File: src/rtl/csa_serial_sub.sv
// Slice-serial subtractor: diff = a - b - bin, one 4-bit carry-select slice per clock,
// behind valid/ready operand and result handshakes.
module csa_serial_sub #(
    parameter int WIDTH = 16
) (
    input  logic             clk,
    input  logic             rst,
    input  logic             in_valid,
    output logic             in_ready,
    input  logic [WIDTH-1:0] a,
    input  logic [WIDTH-1:0] b,
    input  logic             bin,
    output logic             out_valid,
    input  logic             out_ready,
    output logic [WIDTH-1:0] diff,
    output logic             bout,
    output logic             ovf
);
    localparam int N  = WIDTH / 4;
    localparam int KW = (N > 1) ? $clog2(N) : 1;

    localparam logic [1:0] IDLE = 2'd0;
    localparam logic [1:0] CALC = 2'd1;
    localparam logic [1:0] DONE = 2'd2;

    logic [1:0]       state;
    logic [KW-1:0]    k;
    logic [WIDTH-1:0] a_sh;     // minuend, shifted right one slice per CALC cycle
    logic [WIDTH-1:0] nb_sh;    // inverted subtrahend, shifted alongside a_sh
    logic [WIDTH-1:0] work;     // result slices enter at the top and shift down
    logic             carry;

    // Both carry hypotheses for the current slice, then the stored carry picks one.
    logic [4:0]       sum_c0;
    logic [4:0]       sum_c1;
    logic [4:0]       slice_sum;
    logic [WIDTH+3:0] work_ext;
    logic [WIDTH-1:0] work_next;
    logic             last_slice;

    always_comb begin
        sum_c0     = {1'b0, a_sh[3:0]} + {1'b0, nb_sh[3:0]};
        sum_c1     = {1'b0, a_sh[3:0]} + {1'b0, nb_sh[3:0]} + 5'd1;
        slice_sum  = carry ? sum_c1 : sum_c0;
        work_ext   = {slice_sum[3:0], work};
        work_next  = work_ext[WIDTH+3:4];
        last_slice = (k == KW'(N - 1));
    end

    assign in_ready = (state == IDLE) && !rst;

    // NOTE: only control and visible outputs are reset; the operand/working registers
    // are always reloaded at accept before use, so resetting them buys nothing.
    always_ff @(posedge clk) begin
        if (rst) begin
            state     <= IDLE;
            k         <= '0;
            out_valid <= 1'b0;
            diff      <= '0;
            bout      <= 1'b0;
            ovf       <= 1'b0;
        end else begin
            case (state)
                IDLE: begin
                    if (in_valid) begin
                        a_sh  <= a;
                        nb_sh <= ~b;
                        carry <= ~bin;
                        k     <= '0;
                        state <= CALC;
                    end
                end
                CALC: begin
                    a_sh  <= a_sh >> 4;
                    nb_sh <= nb_sh >> 4;
                    work  <= work_next;
                    carry <= slice_sum[4];
                    k     <= k + KW'(1);
                    if (last_slice) begin
                        // At the last slice a_sh[3]/nb_sh[3] hold the operand sign bits.
                        diff      <= work_next;
                        bout      <= ~slice_sum[4];
                        ovf       <= (a_sh[3] == nb_sh[3]) && (work_next[WIDTH-1] != a_sh[3]);
                        out_valid <= 1'b1;
                        k         <= '0;
                        state     <= DONE;
                    end
                end
                DONE: begin
                    if (out_ready) begin
                        out_valid <= 1'b0;
                        state     <= IDLE;
                    end
                end
                default: begin
                    state     <= IDLE;
                    out_valid <= 1'b0;
                end
            endcase
        end
    end
endmodule

File: config.mk
export PLATFORM = sky130hd
export DESIGN_NAME = csa_serial_sub
export DESIGN_NICKNAME = d
export VERILOG_FILES = /design/src/rtl/csa_serial_sub.sv
export SDC_FILE = /design/constraint.sdc
export NUM_CORES = 1
export LEC_CHECK = 0
export ABC_AREA = 1
export CELL_PAD_IN_SITES_DETAIL_PLACEMENT = 1
export CELL_PAD_IN_SITES_GLOBAL_PLACEMENT = 2
export CORE_ASPECT_RATIO = 1.5
export CORE_MARGIN = 2
export CORE_UTILIZATION = 34
export DETAILED_ROUTE_END_ITERATION = 12
export GPL_TIMING_DRIVEN = 0
export PLACE_DENSITY = 0.8
export SLEW_MARGIN = 20
export SYNTH_ARGS = -nofsm -noshare
export SYNTH_HDL_FRONTEND = slang
export SYNTH_SLANG_ARGS = --single-unit
export TNS_END_PERCENT = 100
File: constraint.sdc
create_clock -name clk -period 4.4 [get_ports clk]
set_input_delay 0.88 -clock clk [delete_from_list [all_inputs] [get_ports clk]]
set_output_delay 0.88 -clock clk [all_outputs]
set_load 0.02 [all_outputs]
After elaboration in Yosys (flattened, before gate mapping):

Index checks and enable logic that the tools add are counted.

* flip-flop bits (word level): 72
* bits in latches: 0
* memory bits (writable): 0
* ROM bits: 0
* input bits: 37
* output and inout bits: 20
* memories: 0

* add/subtract/negate cells: 3
* multipliers: 0
* divide/modulo/power cells: 0
* order comparisons: 0
* eq/ne operators: 8
* shifts and indexed selects: 0
* multiplexer cells: 17
* bitwise gates (word level): 5
* reductions and logical operators: 11

Operator list (count)
* $pmux W16 S2: 2
* $mux W16: 2
* $not A16 Y16: 1
* $mux W2: 5
* $reduce_and A3 Y1: 3
* $ne A2 B2 Y1 const B: 3
* $pmux W2 S3: 1
* $reduce_and A2 Y1: 3
* $add A4 B4 Y5: 1
* $add A5 B1 Y5 const B: 1
* $mux W5: 1
* $eq A2 B2 Y1 const B: 2
* $not A1 Y1: 4
* $pmux W2 S2: 1
* $mux W1: 3
* $pmux W1 S3: 1
* $add A2 B1 Y2 const B: 1
* $eq A2 B1 Y1 const B: 1
* $logic_and A1 B1 Y1: 2
* $logic_not A2 Y1: 1
* $pmux W1 S2: 1
* $reduce_bool A2 Y1: 1
* $eq A1 B1 Y1: 1
* $logic_not A1 Y1: 1
* $ne A1 B1 Y1: 1

Logic depth before layout (Yosys ltp):

Gate-level depths: netlist of run 1.

* depth after elaboration: 5
* depth in mapped cells: 12

Worst setup path before layout of run 1:

OpenSTA, ideal clock, no wires.

* path kind: input -> register
* start point: input rst
* end point: register a_sh[0] (enable)
* library setup time: 0.423 ns
* data arrival time: 2.659 ns
* required time: 3.977 ns
* slack: 1.318 ns
* stages: 3
* path buffers: 2
* path through: clkbuf_1 buf_2 nor2_1

* longest elaborated chain between the ends: 2

Ends and longest elaborated chain
* start: declaration: line 7 `input logic rst,`
* $not A1 Y1 (no source line)
* $reduce_and A3 Y1 (no source line)
* end signal: assignment: line 74 `a_sh <= a_sh >> 4;`
* end: declaration: line 28 `logic [WIDTH-1:0] a_sh;`

Every way passes these cells.
A chain may end at the register's enable or synchronous reset.

Worst setup path in the final report of run 1:

* start point: input rst
* end point: output in_ready

* longest elaborated chain between the ends: 2

Ends and longest elaborated chain
* $logic_not A1 Y1: line 50 `assign in_ready = (state == IDLE) && !rst;`
* $logic_and A1 B1 Y1: line 50
* end: declaration: line 9 `output logic in_ready,`

Every way passes these cells.

==> results of run 1 <==
[logic make-up (layout without fill, tap and decap cells)]
group | after synthesis | count (layout) | synth area share
XOR/XNOR | 3 | 3 | 0.009196
AO/OA/AOI/OAI | 46 | 46 | 0.08582
adder cells (fa/ha/maj) | 7 | 7 | 0.03327
buffers and inverters | 33 | 106 | 0.05560
AND/OR/NAND/NOR | 122 | 122 | 0.1821
flip-flops | 68 | 68 | 0.6340
[per-layer routing]
layer | share of wire | vias to the layer above | routed length [um]
li1 | - | 1066 | -
met1 | 0.39 | 990 | 2407
met2 | 0.56 | 49 | 3465
met3 | 0.045 | 8 | 280
met4 | 0.014 | 0 | 87
met5 | 0 | - | 0
[critical path, cell delays in order]
cell and delay (ns):
clkdlybuf4s50_1 0.49, clkbuf_1 0.43, nor3_1 0.09, clkdlybuf4s50_1 0.56
[placed cells by master, fill, tap and decap left out, drive strengths merged]
cell type      instances
xor2                   3
clkinv                 4
nand3                 13
nor2                  16
inv                   22
ha                     6
a21oi                 23
dfxtp                 23
a32o                   1
or2                    1
fa                     1
buf                   11
nor3                   1
clkdlybuf4s50         56
o21ai                 21
nand2                 91
o21bai                 1
clkbuf                11
edfxtp                45
bufinv                 2
[registers in the layout, summed over array words and instances, names as in the netlist]
signal,flops
bout,1
out_valid,1
carry,1
state,2
nb_sh,16
k,2
ovf,1
diff,16
a_sh,16
work,12
[through the flow]
step / cells / setup slack, ns / total power [uW]
2_1_floorplan: 279 / 1.318 / 851.2
3_3_place_gp: 442 / -0.02854 / 916.9
3_5_place_dp: 443 / 1.058 / 928.1
4_1_cts: 459 / 1.053 / 1674
5_1_grt: 459 / 0.9317 / 1727
6_report: 459 / 1.078 / 1653
[power groups by stage]
stage	clock network (uW)	logic [uW]	registers [uW]
floorplan	0	105	746
global placement	0	167	750
detailed placement	0	178	750
CTS	758	179	737
global route	789	199	739
finish	742	174	737
[final cells by class]
| class | instances | area share |
|---|---|---|
| Tap cell | 107 | 0.03442 |
| Sequential cell | 68 | 0.4657 |
| Buffer | 11 | 0.01962 |
| Clock buffer | 10 | 0.05886 |
| Timing Repair Buffer | 57 | 0.1492 |
| Clock inverter | 6 | 0.02026 |
| Inverter | 22 | 0.02123 |
| Multi-Input combinational cell | 178 | 0.2306 |
[worst paths after layout]
kind / slack [ns] / startpoint / end / cells after the start
min reg2reg: 0.45 / work[8] / work[4] / 0
max reg2reg: 2.10 / a_sh[0] / carry / 11
min: 0.45 / work[8] / work[4] / 0
max: 1.08 / rst / in_ready / 4
==> impl_metrics.tcl, run 1 <==
set metrics [dict create \
    cts-buffers-inserted 9 \
    multi_input_comb_area_um2 897.1 \
    row_count 41 \
    dp_hpwl_um 4584 \
    cts_resized 0 \
    ff_latch_area_mm2 0.001812 \
    final_nets 391 \
    p_comb_frac 0.106 \
    cts_root_buf "clkbuf_16" \
    htreeDepth 3 \
    outcome "completed" \
    p_int_uw 1291 \
    setup_viol 0 \
    async_flop_share 0 \
    clk_pin_slew_ns 0.05 \
    synth_top_flop_cell "edfxtp_1" \
    ys_types 28 \
    required_ns 3.52 \
    slew_viol_final 0 \
    grt_use_met2 0.2946 \
    synth_area_leaders "edfxtp_1 (47%), dfxtp_1 (16%), nand2_1 (11%), a21oi_1 (3.9%), o21ai_0 (3.3%)" \
    post-route-period-util 0.7549 \
    port-buffer-count 56 \
    p_leak_uw 0.001516 \
    drtIter0Drc 59 \
    die-area_mm2 0.009170 \
    final_util 0.4681 \
    peakVddDrop_mv 0.2031 \
    wl_per_cell_um 13.59 \
    cp_max_fo 10 \
    use_met3 0.04405 \
    hold_viol 0 \
    die_w_um 78.86 \
    syn_area_mm2 0.002858 \
    hold_class "reg2reg" \
    clock_latency_ns 0.32 \
    dpl_cell_area_mm2 0.003580 \
    cts_setup_buffers 0 \
    cts_sinks 68 \
    syn-num-nets 323 \
    fill_cells 944 \
    num_antenna_cells 0 \
    ctsHoldBuffers 0 \
    grtUsageTotal 0.1516 \
    cts_tree "built" \
    routed_via_density 4.603 \
    antenna_found_initial 0 \
    cp-start-kind "primary input" \
    grt_pass1_wl_um 10580 \
    end_kind "primary output" \
    drive_gt1_frac 0.1193 \
    fin_tns_setup_ns 0 \
    cts_max_path_buffers 2 \
    die_h_um 116.3 \
    fmax_ghz 0.3011 \
    fin_area_mm2 0.003890 \
    fp.coreArea_mm2 0.008310 \
    num_vias 2113 \
    power_frac_clock 0.449 \
    synth_edf_count 45 \
    cap_violations 0 \
    synth.yosys.seq_area_share 0.6340 \
    initial_core_util 0.3439 \
    drc 0 \
    gr-total-overflow 0 \
    finalWorstPathRequiredPeriod_ns 3.322 \
    grt_setup_unrepaired "false" \
    busiest_layer "met2" \
    place.gp.congestion 0.7286 \
    yosys-top-cells-count "nand2_1 (86), edfxtp_1 (45), dfxtp_1 (23), a21oi_1 (22)" \
    ios 57 \
    worstPathArrival_ns 2.44 \
    synth.top_cell.area_share 0.4729 \
    synth_cells 279 \
    critPathKind "in2out" \
    synth_top_area_cell "edfxtp_1" \
    max-slew-margin-rel 0.5262 \
    clock_skew_ns 0.007263 \
    grt_pass1_vias 2269 \
    grt_max_degree 26 \
    worst-slew-pin-transition_ns 0.7100 \
    yosys_register_bits 68 \
    syn2layout_area_growth_pct 36.12 \
    synth.most_common_cell "nand2_1" \
    power_switching_uw 362.8 \
    drt_first_pass_iters 4 \
    switching_share 0.2194 \
    grt_use_met1 0.1528 \
    power_frac_seq 0.446 \
    ys_warn_count 0 \
    antenna_left 0 \
    drt_wl_total_um 6240 \
    powerDensity_mw_per_mm2 425.0 \
    hold_ws_ns 0.4502 \
    syn_avg_cell_area_um2 10.24 \
]
No activity file was read; power rests on OpenSTA's default activity.
==> run 2: changes to the inputs <==
CORE_UTILIZATION = 32   (was 34)
PLACE_DENSITY = 0.76   (was 0.8)
clock period = 3.35 ns   (was 4.4 ns; I/O delays follow)
==> run 2 against run 1 <==
  * Sequential cell count unchanged
  * Via count up 0.95%
  * Worst hold slack worse by 0.0023 ns
  * Largest power group is now sequential cells
==> impl_metrics.tcl, run 2 (synthesis gave the netlist of run 1 again) <==
set metrics [dict create \
    outcome "completed" \
    final_nets 391 \
    antenna_left 0 \
    clock_skew_ns 0.007047 \
    power_frac_clock 0.433 \
    critPathKind "in2out" \
    dp_hpwl_um 4627 \
    power_switching_uw 485.0 \
    gr-total-overflow 0 \
    worst-slew-pin-transition_ns 0.6968 \
    cp-start-kind "primary input" \
    routed_via_density 4.617 \
    p_comb_frac 0.108 \
    drc 0 \
    grt_max_degree 27 \
    antenna_found_initial 0 \
    slew_viol_final 0 \
    num_vias 2133 \
    top_regs "a_sh: 16 flops, diff: 16 flops, nb_sh: 16 flops" \
    cts-buffers-inserted 9 \
    fp.coreArea_mm2 0.008776 \
    htreeDepth 3 \
    cts_setup_buffers 0 \
    clock_latency_ns 0.33 \
    setup_ws_ns 0.4676 \
    layout_common_cells "nand2_1 (86), clkdlybuf4s50_1 (56), edfxtp_1 (45), dfxtp_1 (23), a21oi_1 (22)" \
    drive_gt1_frac 0.1222 \
    cts_max_path_buffers 2 \
    drtIter0Drc 43 \
    critPathLaunch "rst" \
    drt_wl_total_um 6104 \
    wl_per_cell_um 13.21 \
    port-buffer-count 56 \
    cts_resized 0 \
    cts_sinks 68 \
    fin_area_mm2 0.003879 \
    powerDensity_mw_per_mm2 542.9 \
    final_util 0.4420 \
    peakVddDrop_mv 0.3208 \
    p_int_uw 1621 \
    die_h_um 119.7 \
    die-area_mm2 0.009718 \
    max-slew-margin-rel 0.5350 \
    grtUsageTotal 0.1439 \
    clk_pin_slew_ns 0.05 \
    setup_viol 0 \
    num_antenna_cells 0 \
    final_common_cell "nand2_1" \
    dpl_cell_area_mm2 0.003583 \
    p_total_uw 2106 \
    syn2layout_area_growth_pct 35.73 \
    place.gp.congestion 0.7438 \
    grt_pass1_vias 2270 \
    switching_share 0.2303 \
    end_kind "primary output" \
    die_w_um 81.16 \
    power_frac_seq 0.459 \
    ios 57 \
    required_ns 2.68 \
    fmax_ghz 0.3469 \
    finalWorstPathRequiredPeriod_ns 2.882 \
    cap_violations 0 \
    post-route-period-util 0.8604 \
    row_count 42 \
    fill_cells 995 \
    grt_pass1_wl_um 10410 \
    initial_core_util 0.3256 \
    worstPathArrival_ns 2.21 \
    hold_viol 0 \
    cts_root_buf "clkbuf_16" \
    drt_first_pass_iters 4 \
    ctsHoldBuffers 0 \
    hold_class "reg2reg" \
    r2r_slack_ns 1.07 \
    p_leak_uw 0.001501 \
    preCtsSetupSlack_ns 0.4244 \
    cp_max_fo 10 \
    cts_tree "built" \
    crit-reg2reg-launch "a_sh[0]" \
    hp-start "work[11]" \
    grt_setup_unrepaired "false" \
]
==> run 2: cell count changes in the layout (fill, tap and decap cells not counted), sizes merged <==
| cell | delta |
|---|---|
| bufinv | -1 |
| clkinvlp | +2 |
| clkbuf | -1 |
==> run 2: final timing paths <==
| kind | end | cells after the start |
|---|---|---|
| worst max-delay path | in_ready | 4 |
| worst min-delay path | work[7] | 0 |
| worst max register to register | carry | 11 |
| worst min register to register | work[7] | 0 |
==> run 2: worst max-delay path, stage by stage <==
cell and delay [ns]:
clkdlybuf4s50_1 0.48, clkbuf_1 0.42, nor3_1 0.09, clkdlybuf4s50_1 0.55
==> run 2: layout make-up <==
class                      instances  area (um2)  share of cell area
clock buffer                       9       225.2             0.05806
buffer                            11       76.32             0.01968
multi-input combinational        178       897.1              0.2313
clock inverter                     7       67.56             0.01742
sequential                        68        1812              0.4671
timing repair buffer              57       580.6              0.1497
tap                              110       137.6             0.03548
inverter                          22       82.58             0.02129
==> run 2: power by group through the flow <==
stage / Combinational [uW] / Sequential, uW / Clock (uW)
final: 227 / 967 / 912
after global routing: 257 / 971 / 977
after CTS: 234 / 968 / 945
after detailed placement: 233 / 985 / 0
after global placement: 221 / 984 / 0
after floorplan: 138 / 980 / 0
==> run 2: metrics by stage <==
stage / setup TNS (ns) / std cells / hold WS [ns]
after global placement: -28.90 / 445 / 0.4322
after floorplan: 0 / 279 / 0.4268
after global routing: 0 / 462 / 0.4681
after detailed placement: 0 / 446 / 0.4363
after CTS: 0 / 462 / 0.4510
final: 0 / 462 / 0.4479
==> run 2: routing by layer <==
| layer | GRT usage | vias to the layer above | routed length [um] |
|---|---|---|---|
| li1 | - | 1069 | - |
| met1 | 0.1515 | 1001 | 2340 |
| met2 | 0.2577 | 51 | 3349 |
| met3 | 0.04211 | 12 | 279 |
| met4 | 0.06356 | 0 | 135 |
| met5 | 0 | - | 0 |
==> run 3: changes to the inputs <==
CAP_MARGIN = 20   (was unset)
==> results of run 3 <==
Final layout, timing and power as in run 2 (identical DEF).
